<file path="src/rtl/adder_subtractor_pkg.sv">
// Shared definitions for the adder/subtractor datapath:
// op encodings, default width and carry-lookahead group size.
package adder_subtractor_pkg;

   localparam int DEFAULT_WIDTH = 32;
   localparam int GROUP_WIDTH   = 4;

   typedef enum logic {
      OP_ADD = 1'b0,
      OP_SUB = 1'b1
   } op_e;

endpackage

</file>
<file path="src/rtl/cla4.sv">
// 4-bit carry-lookahead group: local sum plus group
// generate/propagate terms and the group carry out.
module cla4 (
   input  logic [3:0] a,
   input  logic [3:0] b,
   input  logic       cin,
   output logic [3:0] sum,
   output logic       gen,
   output logic       prop,
   output logic       cout
);

   logic [3:0] g;
   logic [3:0] p;
   logic [3:0] c;

   // Lookahead carries computed in parallel from g/p and cin
   always_comb begin
      g    = a & b;
      p    = a ^ b;
      c[0] = cin;
      c[1] = g[0] | (p[0] & cin);
      c[2] = g[1] | (p[1] & g[0]) | (p[1] & p[0] & cin);
      c[3] = g[2] | (p[2] & g[1]) | (p[2] & p[1] & g[0])
           | (p[2] & p[1] & p[0] & cin);
      gen  = g[3] | (p[3] & g[2]) | (p[3] & p[2] & g[1])
           | (p[3] & p[2] & p[1] & g[0]);
      prop = &p;
      cout = gen | (prop & cin);
      sum  = p ^ c;
   end

endmodule

</file>
<file path="src/rtl/adder_subtractor.sv">
// Registered add/subtract unit with NZCV-style flags.
// One carry chain serves both ops: subtract inverts B and sets cin.
module adder_subtractor
   import adder_subtractor_pkg::*;
#(
   parameter int WIDTH = DEFAULT_WIDTH
) (
   input  logic             clk,
   input  logic             reset,
   input  logic             in_valid,
   input  logic             op,
   input  logic [WIDTH-1:0] A,
   input  logic [WIDTH-1:0] B,
   output logic             out_valid,
   output logic [WIDTH-1:0] Result,
   output logic             carry_out,
   output logic             overflow,
   output logic             zero,
   output logic             negative
);

   localparam int GROUPS = WIDTH / GROUP_WIDTH;

   logic              sub;
   logic [WIDTH-1:0]  b_eff;
   logic [WIDTH-1:0]  sum;
   logic [GROUPS:0]   carry;
   logic [GROUPS-1:0] grp_gen;
   logic [GROUPS-1:0] grp_prop;
   logic              msb_cin;
   logic              ovf_next;
   logic              unused_lookahead;

   assign sub      = (op == OP_SUB);
   assign b_eff    = B ^ {WIDTH{sub}};
   assign carry[0] = sub;

   // Group generate/propagate are exposed for a future second-level
   // lookahead; the chain below ripples group couts instead.
   assign unused_lookahead = ^{grp_gen, grp_prop};

   for (genvar i = 0; i < GROUPS; i++) begin : g_cla
      cla4 u_cla (
         .a    (A[i*GROUP_WIDTH +: GROUP_WIDTH]),
         .b    (b_eff[i*GROUP_WIDTH +: GROUP_WIDTH]),
         .cin  (carry[i]),
         .sum  (sum[i*GROUP_WIDTH +: GROUP_WIDTH]),
         .gen  (grp_gen[i]),
         .prop (grp_prop[i]),
         .cout (carry[i+1])
      );
   end

   // Carry into the MSB recovered from its sum bit: s = a ^ b ^ c
   assign msb_cin  = sum[WIDTH-1] ^ A[WIDTH-1] ^ b_eff[WIDTH-1];
   assign ovf_next = msb_cin ^ carry[GROUPS];

   // Capture result and flags only for valid ops; hold otherwise
   always_ff @(posedge clk or posedge reset) begin
      if (reset) begin
         out_valid <= 1'b0;
         Result    <= '0;
         carry_out <= 1'b0;
         overflow  <= 1'b0;
      end else begin
         out_valid <= in_valid;
         if (in_valid) begin
            Result    <= sum;
            carry_out <= carry[GROUPS];
            overflow  <= ovf_next;
         end
      end
   end

   assign zero     = ~|Result;
   assign negative = Result[WIDTH-1];

endmodule

</file>
<file path="config.mk">
export PLATFORM = sky130hd
export DESIGN_NAME = adder_subtractor
export DESIGN_NICKNAME = d
export VERILOG_FILES = /design/src/rtl/adder_subtractor_pkg.sv /design/src/rtl/cla4.sv /design/src/rtl/adder_subtractor.sv
export SDC_FILE = /design/constraint.sdc
export NUM_CORES = 1
export LEC_CHECK = 0
export CORE_MARGIN = 4
export CORE_UTILIZATION = 51
export CTS_BUF_LIST = sky130_fd_sc_hd__clkbuf_4
export DETAILED_ROUTE_END_ITERATION = 10
export PLACE_DENSITY = 0.91
export REMOVE_ABC_BUFFERS = 1
export SETUP_SLACK_MARGIN = 0.5
export SLEW_MARGIN = 5
export SYNTH_ARGS = -nofsm -noshare
export SYNTH_HDL_FRONTEND = slang
export SYNTH_SLANG_ARGS = --single-unit
</file>
<file path="constraint.sdc">
create_clock -name clk -period 2.6 [get_ports clk]
set_input_delay 0.52 -clock clk [delete_from_list [all_inputs] [get_ports clk]]
set_output_delay 0.52 -clock clk [all_outputs]
set_load 0.005 [all_outputs]
</file>
==> results of run 1 <==
through the flow:
stage          hold WS [ns]  cells
2_1_floorplan         0.497    313
3_3_place_gp          0.500    567
4_1_cts               0.548    605
3_5_place_dp          0.516    567
timing repair:
action | in CTS
setup buffers | 28
pin swaps | 76
endpoints found under the setup margin | 32
gates cloned | 2
resized for setup | 141
logic make-up after synthesis:
kind of cell / after synthesis / share of synthesized area (%)
simple gates: 81 / 13.4
compound gates: 63 / 14.9
xor+xnor: 54 / 15.1
fa+ha+maj: 39 / 17.3
flops: 35 / 28.0
buf+inv: 31 / 4.08
mux: 20 / 7.17
==> run summary, run 1 <==
asr flop ratio synth - 100%
Initial Utilization - 52.8%
sequential fraction of the synthesis area - 28.0%
Clock Path Buffers - 2
Log Error - [ERROR DPL-0038] Utilization greater than 100%, impossible to legalize
Yosys top cell by area - dfrtp_1
placed inst area - 4780 sq um
Yosys warnings - 0
Avg Inst Size Synth - 9.67 sq um
CTS H-tree lvls - 2
Distinct cells, synth - 49
worst setup endpoint GRT - Result[29]$_DFFE_PP0P_/D
#FFs+latches synth - 35
largest net degree at the start of global routing - 36
top-count cell post-synth - xor2_1
Root Buffer - clkbuf_4
Die Height - 86.3 microns
Last stage - global routing
share of the synthesized area in the top cell type - 28.0%
Post-Synthesis Cells - 323
Synth area leaders - dfrtp_1 28%, ha_1 13%, xor2_1 10%
total CTS buffers - 5
Synth Cell Area - 3120 sq um
Port Buffers - 104
number of synthesized flops with an enable pin - 0
hpwl dp - 8010 microns
Final GP Congestion - 0.939
Ports - 105
num rows - 28
ys flop type - dfrtp_1
pre-CTS setup slack - -1.08 ns
leading cell types by count after synthesis - 37 x xor2_1, 35 x dfrtp_1, 32 x ha_1, 22 x a21oi_1
die width - 86.3 microns
worst_ep kind - sequential cell input
Clock Sinks - 35
status - aborted with a tool error
hold buffers post-CTS - 0
==> inputs of run 2 (changes only) <==
Settings changed: CORE_UTILIZATION 51 to 40, CTS_BUF_LIST sky130_fd_sc_hd__clkbuf_4 to default, PLACE_DENSITY 0.91 to default, PLACE_DENSITY_LB_ADDON from default to 0.15, SETUP_SLACK_MARGIN 0.5 to default.
==> run 2 against run 1 <==
  * The flow now finishes, with violations (setup timing)
  * Area after synthesis unchanged
  * Synthesized cell count is the same
==> run summary, run 2 <==
Ports - 105 (unchanged)
most frequent cells in the layout - 101 x buf_4, 82 x clkdlybuf4s50_1, 35 x dfrtp_1
clk_skew - 0 ns
CTS H-tree lvls - 2 (unchanged)
final instance area - 5580 sq um
MaxCap Viol Count - 0
Slew Viols, Final - 0
hold buffers post-CTS - 0 (unchanged)
status - finished, violations left
failing checks - setup timing
CORE AREA - 7410 sq um
CP peak stage delay - 0.40 ns
Die Height - 96.4 microns (+12%)
GRT Util Overall - 19.6%
peak supply drop - 0.402 mV
Worst-path clk slew - 0.07 ns
fraction of layout cells with a size suffix above 1 - 38.5%
# diodes - 0
Yosys warnings - 0 (unchanged)
initial antenna violation count - 0
first-pass GRT wire length - 14,100 microns
Post-Synthesis Cells - 323 (unchanged)
Post-Synth XOR/XNOR Area - 15.1% (unchanged)
Largest register FFs - 32
top-count cell post-synth - xor2_1
Crit-path slowest cell - nor4_4
Final GP Congestion - 0.833 (-11%)
fmax - 320 MHz
Arr. time, crit path - 3.30 ns
total CTS buffers - 5 (unchanged)
hpwl dp - 6910 microns (-14%)
Root Buffer - clkbuf_8
Post-Route Setup TNS - -6.97 ns
Top delay family on crit path - simple AND/OR/NAND/NOR gates
commonest non-fill, non-tap cell in the layout - buf_4
Yosys top cell by area - dfrtp_1
share of the synthesized area in the top cell type - 28.0% (unchanged)
Routed WL - 9490 microns
min Tclk post-route - 3.12 ns
Hold Path Sink - Result[30]$_DFFE_PP0P_
Static Leak - 2.56 nW
crit path buf inv count - 2
multiplexer share of the synthesized area - 7.17% (unchanged)
Worst Tran Pin Value - 0.469 ns
Clock Sinks - 35 (unchanged)
crit-path cells - clkdlybuf4s15_1 -> xor2_2 -> ha_1 -> nand4_1 -> nor4_4 -> o31ai_4 -> buf_4 -> o21ai_4 -> a211oi_2 -> nor2_2 -> nor2_2 -> fa_2 -> xnor2_2 -> mux2_4
Worst Setup End Kind - flip-flop
placed inst area - 4830 sq um (+1.0%)
reg2reg start - overflow$_DFFE_PP0P_
Hold Path Class - reg2reg
Tot Pwr - 3.01 mW
Crit Path Class - in2reg
Critical Path RT - 2.78 ns
largest family of logic cells by synthesized area - adder cells
sequential fraction of the synthesis area - 28.0% (unchanged)
Simple-Gate Fraction of Synth Area - 13.4% (unchanged)
Layout fillers - 525
num rows - 31 (+11%)
Port Buffers - 104 (unchanged)
initial DRC count - 69
Vias - 3,174
DIE AREA - 9290 sq um
worst r2r dst - overflow$_DFFE_PP0P_
leading cell types by count after synthesis - 37 x xor2_1, 35 x dfrtp_1, 32 x ha_1, 22 x a21oi_1
Synth Area in Adders - 17.3% (unchanged)
Via density - 4.98
Synth Cell Area - 3120 sq um (unchanged)
R2R depth - 2
most used cell, CP - nor2_2
asr flop ratio synth - 100% (unchanged)
die width - 96.4 microns (+12%)
Initial Utilization - 42.2% (-11 points)
grt ovf - 0
drt drc - 0
RSZ-0062 raised after global routing - yes
setup violators final - 24
Avg Inst Size Synth - 9.67 sq um (unchanged)
number of synthesized flops with an enable pin - 0 (unchanged)
Hold Startpoint - Result[30]$_DFFE_PP0P_
Non-Filler Instances - 637
DRT antenna net count - 0
Distinct cells, synth - 49 (unchanged)
CP Max Fanout - 2
number of global-route vias before repair - 3,150
ys flop type - dfrtp_1
fin nets - 644
Setup crit start kind - primary input
P per Cell Area - 539 nW/um^2
#FFs+latches synth - 35 (unchanged)
drt pass-1 iters - 4
Clock Path Buffers - 2 (unchanged)
Biggest register - Result
routed length per placed instance - 14.9 microns
Worst Hold Depth - 1
DP Cell Count - 592 (+4.4%)
P&R area growth vs syn - 78.7%
largest net degree at the start of global routing - 36
Worst slew margin - 68.7%
r2r setup slk - 1.60 ns
Synth area leaders - dfrtp_1 28%, ha_1 13%, xor2_1 10%
Final Hold Fails - 0
WHS - 0.550 ns
Tcrit/Tclk final - 120%
Final WS setup - -0.524 ns
Skew-Pair Late Insertion Delay - 0.29 ns
Synth Area in Compound Gates - 14.9% (unchanged)
CTS tree - yes
-- run 2: cell counts after synthesis --
Identical to the previous run, type by type.
-- run 2: cell families after synthesis --
kind of cell	Yosys count
and+or+nand+nor	81
muxes	20
xor gates and xnor gates	54
AOI/OAI and AO/OA	63
adders and majority gates	39
DFF	35
buffers and inverters	31
-- run 2: what timing repair did --
| item | CTS | global route |
|---|---|---|
| setup buffers | 23 | 20 |
| pin swaps | 66 | 43 |
| gates resized for setup | 96 | 31 |
| setup endpoints to repair | 30 | 27 |
-- run 2: worst reg2reg max path, stage by stage (launching register included) --
cell     delay [ns]
dfrtp_1        0.38
nor2b_1        0.12
or3b_1         0.37
-- run 2: area by class of cell --
cell class | count | area [sq um] | area share, %
Multi-Input combinational cell | 257 | 2480 | 44.4
Sequential cell | 35 | 876 | 15.7
Tap cell | 99 | 124 | 2.22
Clock inverter | 1 | 5.00 | 0.0896
Clock buffer | 7 | 76.3 | 1.37
Inverter | 21 | 78.8 | 1.41
Timing Repair Buffer | 217 | 1940 | 34.8
-- run 2: power by group --
| part | internal [mW] | leakage, nW | switching, mW |
|---|---|---|---|
| Sequential | 0.712 | 0.411 | 0.176 |
| Combinational | 1.07 | 2.11 | 0.663 |
| Clock | 0.188 | 0.0422 | 0.195 |
| Total | 1.97 | 2.56 | 1.03 |
-- run 2: worst max path at each step --
stage          startpoint                      to  slack, ns  depth (start not counted)
2_1_floorplan          op  Result[25]$_DFFE_PP0P_      -0.55                         14
3_3_place_gp         B[0]  Result[29]$_DFFE_PP0P_      -0.98                         15
3_5_place_dp         B[4]  Result[25]$_DFFE_PP0P_      -1.05                         16
4_1_cts                op  Result[25]$_DFFE_PP0P_      -0.58                         16
5_1_grt              B[4]  Result[17]$_DFFE_PP0P_      -0.62                         14
6_report             B[4]  Result[17]$_DFFE_PP0P_      -0.52                         14
-- run 2: through the flow --
step / setup WS, ns / utilization [%]
5_1_grt: -0.616 / 75.4
3_5_place_dp: -1.05 / 65.2
2_1_floorplan: -0.546 / -
4_1_cts: -0.585 / 72.1
3_3_place_gp: -0.977 / 65.2
6_report: -0.524 / 75.4
-- run 2: routing by layer --
| layer | GRT usage, % | vias up | routed length (microns) |
|---|---|---|---|
| li1 | - | 1564 | - |
| met1 | 23.9 | 1497 | 3960 |
| met2 | 35.3 | 97 | 4820 |
| met3 | 4.26 | 16 | 558 |
| met4 | 4.09 | 0 | 153 |
| met5 | 0 | - | 0 |
Power figures use the tool's default switching activity.
==> inputs of run 3 (changes only) <==
Settings changed: GPL_TIMING_DRIVEN from default to 0.
==> run 3 against run 2 <==
  * The run still ends with setup timing left
  * Critical path depth unchanged
  * Worst hold slack lost 0.025 ns
  * Combinational power fell by 9%
  * Non-clock buffer count down 59
  * Via count is 6.6% lower
  * Clock power up 2%
  * Register-to-register slack about the same
==> run summary, run 3 (synthesized netlist as in run 2, its figures left out) <==
Skew-Pair Late Insertion Delay - 0.28 ns (about the same)
peak supply drop - 0.358 mV (-11%)
switching power - 0.969 mW (-6.3%)
hpwl dp - 6140 microns (-11%)
drt drc - 0 (unchanged)
P_int - 1.88 mW (-4.7%)
fin nets - 585 (-9.2%)
Hold Path Class - reg2reg
grt ovf - 0 (unchanged)
Net Sw Frac - 34.0% (-0.38 points)
min Tclk post-route - 3.10 ns (-0.0219 ns)
crit path buf inv count - 1 (-1)
die width - 96.4 microns (unchanged)
DIE AREA - 9290 sq um (unchanged)
total CTS buffers - 5 (unchanged)
Ports - 105 (unchanged)
Top delay family on crit path - simple AND/OR/NAND/NOR gates
Worst Tran Pin Value - 0.889 ns (+0.420 ns)
CP peak stage delay - 0.44 ns (+0.04 ns)
Largest register FFs - 32 (unchanged)
CTS H-tree lvls - 2 (unchanged)
# diodes - 0 (unchanged)
most used cell, CP - nand2_2
Final GP Congestion - 0.901 (+8.1%)
Clock Sinks - 35 (unchanged)
drt pass-1 iters - 4 (unchanged)
failing checks - setup timing
Initial Utilization - 42.2% (unchanged)
first-pass GRT wire length - 13,500 microns (-4.6%)
GRT Util Overall - 18.5% (-1.1 points)
commonest non-fill, non-tap cell in the layout - clkdlybuf4s50_1
Crit Path Class - in2reg
Root Buffer - clkbuf_8
fraction of layout cells with a size suffix above 1 - 33.5% (-5.0 points)
Via density - 5.14 (+3.1%)
Worst slew margin - 40.7% (-28 points)
Tot Pwr - 2.85 mW (-5.2%)
RSZ-0062 raised after global routing - yes
Comb pwr share - 55.8% (-2.0 points)
Port Buffers - 104 (unchanged)
P&R area growth vs syn - 65.5%
CP Max Fanout - 5 (+3)
CORE AREA - 7410 sq um (unchanged)
DRT antenna net count - 0 (unchanged)
MaxCap Viol Count - 0 (unchanged)
largest net degree at the start of global routing - 36 (unchanged)
setup violators final - 23 (-4.2%)
status - finished, violations left
Routed WL - 8930 microns (-6.0%)
Clock Path Buffers - 2 (unchanged)
Arr. time, crit path - 3.27 ns (-0.03 ns)
pre-CTS setup slack - -1.53 ns (-0.479 ns)
Crit-path slowest cell - clkdlybuf4s50_1
Worst Setup End Kind - flip-flop
most frequent cells in the layout - 89 x clkdlybuf4s50_1, 41 x buf_4, 35 x dfrtp_1
Critical Path RT - 2.76 ns (-0.02 ns)
initial DRC count - 47 (-32%)
initial antenna violation count - 0 (unchanged)
CTS tree - yes
Die Height - 96.4 microns (unchanged)
Reg power frac - 30.6% (+1.1 points)
Layout fillers - 562 (+7.0%)
Biggest register - Result
clk_skew - 0 ns (unchanged)
Final Hold Fails - 0 (unchanged)
P per Cell Area - 552 nW/um^2 (+2.4%)
Static Leak - 2.22 nW (-13%)
Slew Viols, Final - 0 (unchanged)
hold buffers post-CTS - 0 (unchanged)
Worst-path clk slew - 0.07 ns (about the same)
num rows - 31 (unchanged)
Tcrit/Tclk final - 119% (-0.84 points)
Vias - 2,963 (-6.6%)
clock power share - 13.6% (+0.9 points)
routed length per placed instance - 15.5 microns (+3.8%)
crit-path cells - clkdlybuf4s50_1 -> xor2_2 -> ha_4 -> nand2_1 -> nor2_2 -> nand2_2 -> nor3_4 -> o211ai_4 -> nand2_2 -> a21o_1 -> a21oi_2 -> fa_2 -> xnor2_1 -> mux2_2
fmax - 322 MHz (+0.71%)
Final WS setup - -0.502 ns (+0.0219 ns)
Setup crit start kind - primary input
number of global-route vias before repair - 3,007 (-4.5%)
## run 3: cell type report
class	count	area, sq um	share of cell area [%]
well taps	99	124	2.40
repair buffers	158	1530	29.5
multi-input cells	257	2480	47.9
clock buffers	6	82.6	1.60
inverters	21	78.8	1.52
flip-flops and latches	35	876	16.9
clock inverters	1	5.00	0.0968
## run 3: metal layers
layer  global-route usage [%]  vias to the layer above  wire [microns]
met5                        0                        -               0
met4                     5.37                        0             216
met3                     3.64                       18             493
met2                     33.1                       78            4500
met1                     22.4                     1424            3720
li1                         -                     1443               -
## run 3: path summary, 6_finish.rpt
kind / startpoint / end / slack, ns / cells past startpoint
setup reg to reg: overflow$_DFFE_PP0P_ / overflow$_DFFE_PP0P_ / 1.59 / 2
min in group asynchronous: reset / Result[26]$_DFFE_PP0P_ / 0.70 / 2
max in group asynchronous: reset / Result[30]$_DFFE_PP0P_ / 1.43 / 2
setup / recovery: B[13] / Result[29]$_DFFE_PP0P_ / -0.50 / 14
hold / removal: Result[4]$_DFFE_PP0P_ / Result[4]$_DFFE_PP0P_ / 0.53 / 2
hold reg to reg: Result[4]$_DFFE_PP0P_ / Result[4]$_DFFE_PP0P_ / 0.53 / 2
## run 3: tightest hold or removal path, cell delays in order, from the launching register on
cell	delay (ns)
dfrtp_1	0.37
nand2_1	0.06
o21ai_0	0.06
## run 3: per-stage QoR
stage | hold slack [ns] | cell area, sq um | instances | utilization, % | TNS (ns)
2_1_floorplan | 0.497 | 3080 | 313 | - | -3.35
3_3_place_gp | 0.503 | 4240 | 516 | 57.2 | -75.14
3_5_place_dp | 0.511 | 4260 | 517 | 57.5 | -30.72
4_1_cts | 0.533 | 4910 | 565 | 66.2 | -7.31
5_1_grt | 0.558 | 5170 | 577 | 69.8 | -10.07
6_report | 0.526 | 5170 | 577 | 69.8 | -7.29
## run 3: power by group through the flow
stage                     clock network (mW)  logic, mW  registers, mW
final                                  0.389       1.59          0.873
after global routing                   0.426       1.73          0.892
after CTS                              0.403       1.48          0.863
after detailed placement                   0       1.24          0.870
after global placement                     0       1.22          0.868
after floorplan                            0      0.625          0.849
## run 3: timing repair
action / in CTS / in global routing
buffers inserted: 46 / 14
setup endpoints to repair: 31 / 28
resized for setup: 94 / 37
pin swaps: 55 / 27
==> inputs of run 4 (changes only) <==
Settings changed: CTS_CLUSTER_DIAMETER from default to 100, REMOVE_ABC_BUFFERS 1 to default.
==> run 4 against run 3 <==
  * The run still ends with setup timing left
  * Wire length down 2.7%
  * Utilization decreased by 3.7 points
  * Final area down 5.3%
  * Final cell count shrank 1.4%
  * Combinational power fell by 7%
==> run summary, run 4 (synthesized netlist as in run 2, its figures left out) <==
initial DRC count - 66 (+40%)
clk_skew - 0 ns (unchanged)
Skew-Pair Late Insertion Delay - 0.27 ns (about the same)
Clock Path Buffers - 2 (unchanged)
Final WS setup - -0.635 ns (-0.132 ns)
fmax - 309 MHz (-4.1%)
setup violators final - 25 (+8.7%)
Critical Path RT - 2.77 ns (about the same)
die width - 96.4 microns (unchanged)
status - finished, violations left
Layout fillers - 599 (+6.6%)
commonest non-fill, non-tap cell in the layout - clkdlybuf4s50_1
Post-Syn Nets - 430
R2R depth - 2 (unchanged)
Non-Filler Instances - 569 (-1.4%)
Worst Hold Depth - 2 (unchanged)
Biggest register - Result
Static Leak - 2.12 nW (-4.3%)
Clock Sinks - 35 (unchanged)
CP Max Fanout - 6 (+1)
grt ovf - 0 (unchanged)
failing checks - setup timing
num rows - 31 (unchanged)
CORE AREA - 7410 sq um (unchanged)
P&R area growth vs syn - 56.7%
GRT Util Overall - 18.1% (-0.34 points)
drt pass-1 iters - 4 (unchanged)
Crit Path Class - in2reg
Worst-path clk slew - 0.07 ns (about the same)
Port Buffers - 103 (-0.96%)
DIE AREA - 9290 sq um (unchanged)
Vias - 2,874 (-3.0%)
first-pass GRT wire length - 13,000 microns (-3.3%)
Worst slew margin - 52.3% (+12 points)
Final Hold Fails - 0 (unchanged)
Via density - 5.05 (-1.6%)
total CTS buffers - 5 (unchanged)
Worst Setup End Kind - flip-flop
Worst Tran Pin Value - 0.714 ns (-0.175 ns)
Largest register FFs - 32 (unchanged)
CTS H-tree lvls - 2 (unchanged)
Die Height - 96.4 microns (unchanged)
Arr. time, crit path - 3.40 ns (+0.13 ns)
Hold Path Class - reg2reg
Ports - 105 (unchanged)
fin nets - 576 (-1.5%)
DP Cell Count - 525 (+1.5%)
RSZ-0062 raised after global routing - yes
Final GP Congestion - 0.855 (-5.0%)
min Tclk post-route - 3.23 ns (+0.132 ns)
P per Cell Area - 555 nW/um^2 (+0.67%)
Setup crit start kind - primary input
Initial Utilization - 42.2% (unchanged)
most frequent cells in the layout - 91 x clkdlybuf4s50_1, 36 x xor2_1, 35 x dfrtp_1
routed length per placed instance - 15.3 microns (-1.4%)
Slew Viols, Final - 0 (unchanged)
Root Buffer - clkbuf_8
Routed WL - 8680 microns (-2.7%)
fraction of layout cells with a size suffix above 1 - 24.7% (-8.8 points)
largest net degree at the start of global routing - 36 (unchanged)
number of global-route vias before repair - 2,807 (-6.7%)
MaxCap Viol Count - 0 (unchanged)
Tcrit/Tclk final - 124% (+5.1 points)
# diodes - 0 (unchanged)
Post-Route Setup TNS - -8.57 ns (-1.28 ns)
initial antenna violation count - 0 (unchanged)
peak supply drop - 0.284 mV (-20%)
drt drc - 0 (unchanged)
CTS tree - yes
DRT antenna net count - 0 (unchanged)
hpwl dp - 6680 microns (+8.7%)
-- run 4: cell types whose count changed in the layout (fill, tap and decap cells not counted), moves of 4 or more --
cell	delta
xor2_2	-5
xnor2_2	-4
clkbuf_1	+7
buf_6	-9
a21oi_2	-5
ha_1	+5
ha_4	-5
buf_4	-8
xnor2_1	+4
xor2_1	+6
-- run 4: worst paths after layout --
path,startpoint,end,slack (ns)
setup / recovery,op,Result[29]$_DFFE_PP0P_,-0.63
hold / removal,Result[16]$_DFFE_PP0P_,Result[16]$_DFFE_PP0P_,0.51
setup reg to reg,overflow$_DFFE_PP0P_,overflow$_DFFE_PP0P_,1.59
hold reg to reg,Result[16]$_DFFE_PP0P_,Result[16]$_DFFE_PP0P_,0.51
max in group asynchronous,reset,Result[7]$_DFFE_PP0P_,1.45
min in group asynchronous,reset,Result[25]$_DFFE_PP0P_,0.69
-- run 4: through the flow --
step | hold slack (ns) | instance area (sq um) | power, mW | util, % | setup WS [ns]
2_1_floorplan | 0.497 | 3210 | 1.53 | - | -0.823
3_3_place_gp | 0.498 | 4360 | 2.14 | 58.9 | -1.26
3_5_place_dp | 0.498 | 4360 | 2.16 | 58.9 | -1.34
4_1_cts | 0.514 | 4680 | 2.63 | 63.2 | -0.626
5_1_grt | 0.532 | 4900 | 2.91 | 66.1 | -0.722
6_report | 0.511 | 4900 | 2.72 | 66.1 | -0.635
-- run 4: critical path, stage by stage --
cell       delay (ns)
buf_12           0.11
clkbuf_16        0.15
xor2_1           0.14
ha_1             0.30
nand4_1          0.18
nor4_4           0.43
o31ai_4          0.12
nor3_4           0.22
buf_6            0.15
o211ai_4         0.08
nand2_2          0.08
a21o_1           0.15
a21oi_2          0.06
fa_2             0.33
xnor2_1          0.13
mux2_4           0.25
-- run 4: where the power goes --
| part | internal, mW | total [mW] | leakage (nW) | switching, mW |
|---|---|---|---|---|
| clock network | 0.188 | 0.372 | 0.0422 | 0.185 |
| logic | 0.888 | 1.48 | 1.67 | 0.593 |
| registers | 0.712 | 0.865 | 0.411 | 0.153 |
| total | 1.79 | 2.72 | 2.12 | 0.930 |
-- run 4: metal layers --
layer	track usage, %	vias to the layer above	part of all wire [%]
met3	3.33	10	5.8
met2	32.0	78	50
met1	23.4	1360	43
met4	2.92	0	1.3
met5	0	-	0
li1	-	1426	-
-- run 4: timing repair --
| action | in CTS | in global routing |
|---|---|---|
| resized for setup | 27 | 33 |
| buffers inserted | 25 | 11 |
| endpoints found under the setup margin | 28 | 28 |
| pin swaps | 33 | 24 |
| hold buffers | 0 | 0 |
-- run 4: layout make-up --
class	instances	area [sq um]	share of cell area (%)
buffer	10	104	2.12
clock buffer	7	76.3	1.56
clock inverter	1	5.00	0.102
inverter	21	78.8	1.61
multi-input combinational	257	2320	47.4
sequential	35	876	17.9
tap	99	124	2.53
timing repair buffer	139	1310	26.8
